$ cat src/rtl/shift_add_mult_ctrl.sv
// Sequential shift-and-add unsigned multiplier.
// One partial product is folded in per clock using a ripple-carry adder
// built from full_adder cells; the result appears WIDTH+1 edges after start.
//
// Handshake: start is accepted only when the block is idle (busy=0).
// While busy=1, start is ignored and nothing is queued. done is a
// single-cycle pulse; product is valid in that cycle and holds its value
// until the next operation completes. There is no backpressure.

// Single-bit full adder cell used to build the ripple-carry chain.
module full_adder (
  input  logic a,
  input  logic b,
  input  logic cin,
  output logic s,
  output logic cout
);
  assign s    = a ^ b ^ cin;
  assign cout = (a & b) | (cin & (a ^ b));
endmodule

module shift_add_mult_ctrl #(
  parameter int WIDTH = 4
) (
  input  logic                 clk,
  input  logic                 rst_n,
  input  logic                 start,
  input  logic [WIDTH-1:0]     a,
  input  logic [WIDTH-1:0]     b,
  output logic                 busy,
  output logic                 done,
  output logic [2*WIDTH-1:0]   product
);

  localparam int CW = $clog2(WIDTH + 1);

  typedef enum logic [1:0] {
    IDLE = 2'd0,
    RUN  = 2'd1,
    DONE = 2'd2
  } state_t;

  state_t state;
  state_t state_nxt;

  logic [WIDTH-1:0]   m_q;
  logic [WIDTH:0]     acc_q;
  logic [WIDTH-1:0]   q_q;
  logic [CW-1:0]      cnt_q;
  logic [2*WIDTH-1:0] p_q;
  logic               busy_q;
  logic               done_q;

  logic [WIDTH-1:0]   addend;
  logic [WIDTH-1:0]   sum;
  logic [WIDTH:0]     carry;
  logic [2*WIDTH-1:0] shifted;
  logic               last_step;

  // The carry bit of ACC is always shifted down before it is ever used as an
  // adder input, so its stored copy is never read back.
  logic unused_acc_msb;
  assign unused_acc_msb = acc_q[WIDTH];

  // Add the multiplicand only when the current multiplier bit is set; a zero
  // addend yields carry-out 0, matching the no-add case.
  assign addend   = q_q[0] ? m_q : '0;
  assign carry[0] = 1'b0;

  genvar gi;
  generate
    for (gi = 0; gi < WIDTH; gi++) begin : g_rca
      full_adder u_fa (
        .a    (acc_q[gi]),
        .b    (addend[gi]),
        .cin  (carry[gi]),
        .s    (sum[gi]),
        .cout (carry[gi+1])
      );
    end
  endgenerate

  // {c, sum, Q} shifted right by one, Q's LSB dropped: new {ACC[W-1:0], Q}.
  assign shifted   = {carry[WIDTH], sum, q_q[WIDTH-1:1]};
  assign last_step = (cnt_q == CW'(WIDTH - 1));

  // Next-state decode for the IDLE/RUN/DONE controller.
  always_comb begin
    state_nxt = state;
    case (state)
      IDLE:    if (start) state_nxt = RUN;
      RUN:     if (last_step) state_nxt = DONE;
      DONE:    state_nxt = IDLE;
      default: state_nxt = IDLE;
    endcase
  end

  // State register plus registered busy/done flags derived from next state.
  always_ff @(posedge clk) begin
    if (!rst_n) begin
      state  <= IDLE;
      busy_q <= 1'b0;
      done_q <= 1'b0;
    end else begin
      state  <= state_nxt;
      busy_q <= (state_nxt != IDLE);
      done_q <= (state_nxt == DONE);
    end
  end

  // Datapath: operand load on accept, one shift-add step per RUN cycle,
  // product captured only on the final step so aborted runs never leak out.
  always_ff @(posedge clk) begin
    if (!rst_n) begin
      m_q   <= '0;
      acc_q <= '0;
      q_q   <= '0;
      cnt_q <= '0;
      p_q   <= '0;
    end else begin
      case (state)
        IDLE: begin
          if (start) begin
            m_q   <= a;
            q_q   <= b;
            acc_q <= '0;
            cnt_q <= '0;
          end
        end
        RUN: begin
          acc_q <= {1'b0, shifted[2*WIDTH-1:WIDTH]};
          q_q   <= shifted[WIDTH-1:0];
          cnt_q <= cnt_q + CW'(1);
          if (last_step) p_q <= shifted;
        end
        default: ;
      endcase
    end
  end

  assign busy    = busy_q;
  assign done    = done_q;
  assign product = p_q;

endmodule

$ cat config.mk
export PLATFORM = sky130hd
export DESIGN_NAME = shift_add_mult_ctrl
export DESIGN_NICKNAME = d
export VERILOG_FILES = /design/src/rtl/shift_add_mult_ctrl.sv
export SDC_FILE = /design/constraint.sdc
export NUM_CORES = 1
export LEC_CHECK = 0
export ABC_AREA = 1
export BUFFER_PORTS_ARGS = -buffer_cell sky130_fd_sc_hd__buf_2
export CAP_MARGIN = 20
export CORE_ASPECT_RATIO = 1.1
export CORE_UTILIZATION = 50
export DETAILED_ROUTE_END_ITERATION = 10
export MAX_ROUTING_LAYER = met4
export PLACE_DENSITY = 0.79
export SLEW_MARGIN = 20
export SYNTH_ARGS = -nofsm -noshare
export SYNTH_HDL_FRONTEND = slang
export SYNTH_SLANG_ARGS = --single-unit
$ cat constraint.sdc
create_clock -name clk -period 6.5 [get_ports clk]
set_clock_uncertainty 0.15 [all_clocks]
set_input_delay 0.325 -clock clk [delete_from_list [all_inputs] [get_ports clk]]
set_output_delay 0.325 -clock clk [all_outputs]
set_load 0.1 [all_outputs]
; After elaboration in Yosys (flattened, before gate mapping)
; Index checks and enable logic that the tools add are counted.
[classes]
n_addsub = 1
n_reduce_logical = 6
n_eq_ne = 4
bitwise = 17
n_mux = 10
[ops]
columns = op, n
row1 = 4-bit one-hot mux with 2 select lines, 2
row2 = 4-bit two-way mux, 3
row3 = 1-bit bitwise AND, 7
row4 = 1-bit bitwise XOR, 7
row5 = 3-bit one-hot mux with 2 select lines, 1
row6 = 2-bit AND reduction, 3
row7 = 2-bit two-way mux, 2
row8 = 2-bit one-hot mux with 2 select lines, 1
row9 = 2-bit nonzero test, 2
row10 = "3-bit by 1-bit adder with 3-bit output, second input constant", 1
row11 = "3-bit by 2-bit == test with 1-bit output, second input constant", 1
row12 = 3-bit two-way mux, 1
row13 = 1-bit OR, 3
row14 = "2-bit by 1-bit == test with 1-bit output, second input constant", 1
row15 = "2-bit == test, second input constant", 1
row16 = 2-bit zero test, 1
row17 = "2-bit != test, second input constant", 1
[totals]
word_cells = 46
register_bits = 27
inputBits = 11

; Depth between registers and ports, before layout
[depth]
word_depth = 9
mapped_depth = 10

; Hierarchy
; Synthesis repeated with hierarchy kept, for this count alone.
[unflattened]
cells_unflattened = 150
area_unflattened_um2 = 1191.1
[by_module_without_submodules]
columns = mod, area_per_inst_um2, n_inst, cells_each
row1 = shift_add_mult_ctrl, 1111.1, 1, 146
row2 = full_adder, 20.0, 4, 1

; Worst setup path after synthesis
; OpenSTA, ideal clock, no wires.
[synth_timing]
kind = reg-to-reg
start = reg q_q[0]
end = reg acc_q[2]
path_stages_with_launch = 11
required_time_ps = 6218
path_buffers = 0
arrival_ps = 1984
setup_time_ps = 132
setup_slack_ps = 4233
cell_sequence = dfxtp_1 nand2_1 inv_1 ha_1 inv_1 fa_1 fa_1 fa_1 inv_1 nand2_1 a21oi_1
[synth_between]
elab_chain_cells = 8
elab_cells_between_ends = 13
[synth_rtl]
columns = item, line
row1 = "start, declared", 48  ; logic [WIDTH-1:0] q_q;
row2 = "start signal, assigned", 132  ; q_q <= shifted[WIDTH-1:0];
row3 = 4-bit two-way mux (*), 67  ; assign addend = q_q[0] ? m_q : '0;
row4 = 1-bit bitwise AND / 1-bit bitwise XOR (equally long branches), 19  ; assign cout = (a & b) | (cin & (a ^ b));
row5 = 1-bit bitwise AND, 19
row6 = 1-bit OR, 19
row7 = 1-bit bitwise AND, 19
row8 = 1-bit OR, 19
row9 = 1-bit bitwise XOR (*), 18  ; assign s = a ^ b ^ cin;
row10 = 4-bit one-hot mux with 2 select lines (*), 121  ; case (state)
row11 = "end signal, assigned", 131  ; acc_q <= {1'b0, shifted[2*WIDTH-1:WIDTH]};
row12 = "end, declared", 47  ; logic [WIDTH:0] acc_q;
; Mark *: on every way between the ends. The rest lies on a longest branch, timed or not.
; A chain may end at the register's enable or synchronous reset.

; Worst setup path after layout
; Ends and elaborated chain as after synthesis.

==> impl_metrics.csv <==
group,metric,value,unit
run_status,outcome,"finished clean",
drt,wl_met2,1.03,mm
critical_path,critPathBufInv,3,
clocking,cts_buffer_depth,2,
worst_hold_path,holdCritPathClass,"input port to register",
floorplan,fp.dieH,51.6,um
job,maxCapViolCount,0,
synthesis,synthArstFlopShare,0,%
cells_and_area,nets,186,
floorplan,coreArea,0.00206,mm^2
drt,wl_met1,913,um
synthesis,postSynthRegisterBits,27,
synthesis,syn_area,0.00112,mm^2
clocking,cts_resized,0,
global_route,antenna_found_initial,0,
cells_and_area,fin_area,0.00127,mm^2
clocking,cts-root-buf,"clkbuf_4",
clocking,cts_tree,"yes",
clocking,cts-buffers-inserted,3,
critical_path,path_cells,"nand2_1 -> inv_1 -> ha_1 -> inv_1 -> fa_1 -> fa_1 -> fa_1 -> inv_1 -> nand2_1 -> a21oi_1",
timing,setup_tns,0,ns
timing,setup_viol,0,
floorplan,row_count,17,
timing,maxSlewHeadroom,67.8,%
global_route,grt_pass1_vias,938,
cells_and_area,n_antenna_cell,0,
synthesis,syn-num-nets,163,
drt,vias,969,
cells_and_area,layout-area-overhead-vs-synth,13.7,%
synthesis,synthFlopType,"dfxtp_1",
clocking,cts_htree_levels,1,
drt,drt-wirelength-per-cell,10.4,um
critical_path,critical_path_arrival,2.44,ns
drt,antenna_left,0,
cells_and_area,drive_gt1_share,17.3,%
power_and_ir_drop,power_density,214,mW/mm^2
clocking,cts_hold_buf,0,
clocking,clk_pin_slew_worst_paths,0.13,ns
clocking,insertion_delay,0.32,ns
drt,drt-pass1-iter-count,4,
timing,rsz0062_at_grt,"no",
timing,clock.fmax,419,MHz
timing,slew_violations,0,
timing,max_slew.worst_pin.slew,0.487,ns
synthesis,ys_seq_area_share,48.3,%
global_route,grt_max_degree,16,
drt,drc,0,
clocking,cts_setup_buffers,0,
synthesis,synthCells,146,
synthesis,syn_area_per_cell,7.67,um^2
power_and_ir_drop,ir_drop,135,uV
place,placed_area,0.00125,mm^2
critical_path,slowest_delay,0.49,ns
global_route,grt_pass1_wl,3.70,mm
drt,drt_iter0_markers,10,
global_route,grt_overflow_total,0,
power_and_ir_drop,p_leak,0.609,nW
critical_path,cp-start-kind,"register",
place,io_buffers,20,
drt,top_layer,"met4",
floorplan,fp.dieW,47.1,um
critical_path,cp_slowest_cell,"fa_1",
place,hpwlAfterDp,1.60,mm
critical_path,crit_fanout,5,
clocking,cts_sinks,27,
timing,period_share,36.7,%
critical_path,cp-end-kind,"register",
place,gp_congestion,0.805,
drt,wl_met3,77,um
floorplan,start_util,54.3,%
drt,drt-vias-per-instance,4.94,
timing,finalHoldViolations,0,
floorplan,pin_count,21,
global_route,grt_use_total,21.8,%
critical_path,required,6.55,ns
critical_path,critical_path.top_delay_family,"adder cells",
critical_path,critical_path_class,"register to register",
synthesis,synth-edff-count,0,
synthesis,synthDistinctLibCells,16,
floorplan,dieArea,0.00243,mm^2
timing,fin_crit,2.39,ns
synthesis,yosys_warnings,0,
drt,totalWireLength,2.05,mm
## metal layers
layer	global-route usage, %	vias to the layer above
met5	-	-
met4	12.4	0
met3	4.17	4
met2	36.3	24
met1	23.5	439
li1	-	502
## worst register-to-register path: cells and delay by family (launching register included)
family          cells  cell delay (ns)
fa+ha+maj           4             1.39
flops               1             0.41
buf+inv             3             0.15
simple gates        2             0.14
compound gates      1             0.06
## power breakdown
group          internal [W]  leakage (nW)  total (W)  switching, W
Sequential         0.000171         0.220   0.000175    0.00000374
Clock             0.0000240        0.0150  0.0000708     0.0000468
Combinational    0.00000863         0.374  0.0000271     0.0000185
Total              0.000204         0.609   0.000273     0.0000690
## cells by family after synthesis
| logic type | count (synthesis) | share of synthesized area (%) |
|---|---|---|
| and+or+nand+nor | 71 | 26.1 |
| adders and majority gates | 6 | 8.72 |
| DFF | 27 | 48.3 |
| AOI/OAI and AO/OA | 22 | 10.2 |
| buffers and inverters | 20 | 6.70 |
## stage by stage
| stage | instances | hold slack (ns) | util [%] | power [W] | setup WS, ns |
|---|---|---|---|---|---|
| 2_1_floorplan | 146 | 0.278 | - | 0.000197 | 4.23 |
| 3_3_place_gp | 192 | 0.297 | 60.5 | 0.000205 | 4.19 |
| 4_1_cts | 196 | 0.0957 | 61.7 | 0.000276 | 4.09 |
| 5_1_grt | 196 | 0.112 | 61.7 | 0.000286 | 4.00 |
| 3_5_place_dp | 192 | 0.300 | 60.5 | 0.000206 | 4.12 |
| 6_report | 196 | 0.106 | 61.7 | 0.000273 | 4.11 |
## flip-flops by register name (all words and copies together), names as in the netlist
name	flops
m_q	4
product	8
done	1
cnt_q	3
q_q	4
state	2
busy	1
acc_q	4
## Yosys cell counts (2+ instances only)
| master | n | area [um^2] |
|---|---|---|
| nand2_1 | 36 | 135 |
| nor2_1 | 22 | 82.6 |
| inv_1 | 16 | 60.1 |
| o21ai_0 | 10 | 50.1 |
| inv_2 | 2 | 7.51 |
| nand3_1 | 9 | 45.0 |
| ha_1 | 3 | 37.5 |
| clkbuf_1 | 2 | 7.51 |
| fa_1 | 3 | 60.1 |
| a21oi_1 | 11 | 55.1 |
| dfxtp_1 | 27 | 541 |
## cell usage in the layout (no fill, tap or decap), types with 2 or more instances in the layout
master	instances
a21oi_1	11
nor2_1	22
o21ai_0	10
nand2_1	36
inv_2	2
clkbuf_4	3
fa_1	3
ha_1	3
nand3_1	9
buf_2	20
inv_1	16
dfxtp_1	27
## area by class of cell
type                    count  area (um^2)
fillers                   195          790
inverters                  18         67.6
flip-flops and latches     27          541
repair buffers             20          100
well taps                  28         35.0
clock buffers               4         26.3
multi-input cells          99          504
## final timing paths
check | from | cells past startpoint | slack (ns) | to
setup / recovery | q_q[0] | 10 | 4.11 | acc_q[2]
hold reg to reg | product[5] | 2 | 0.32 | product[5]
setup reg to reg | q_q[0] | 10 | 4.11 | acc_q[2]
hold / removal | a[0] | 3 | 0.11 | m_q[0]
No activity file was read; power rests on OpenSTA's default activity.
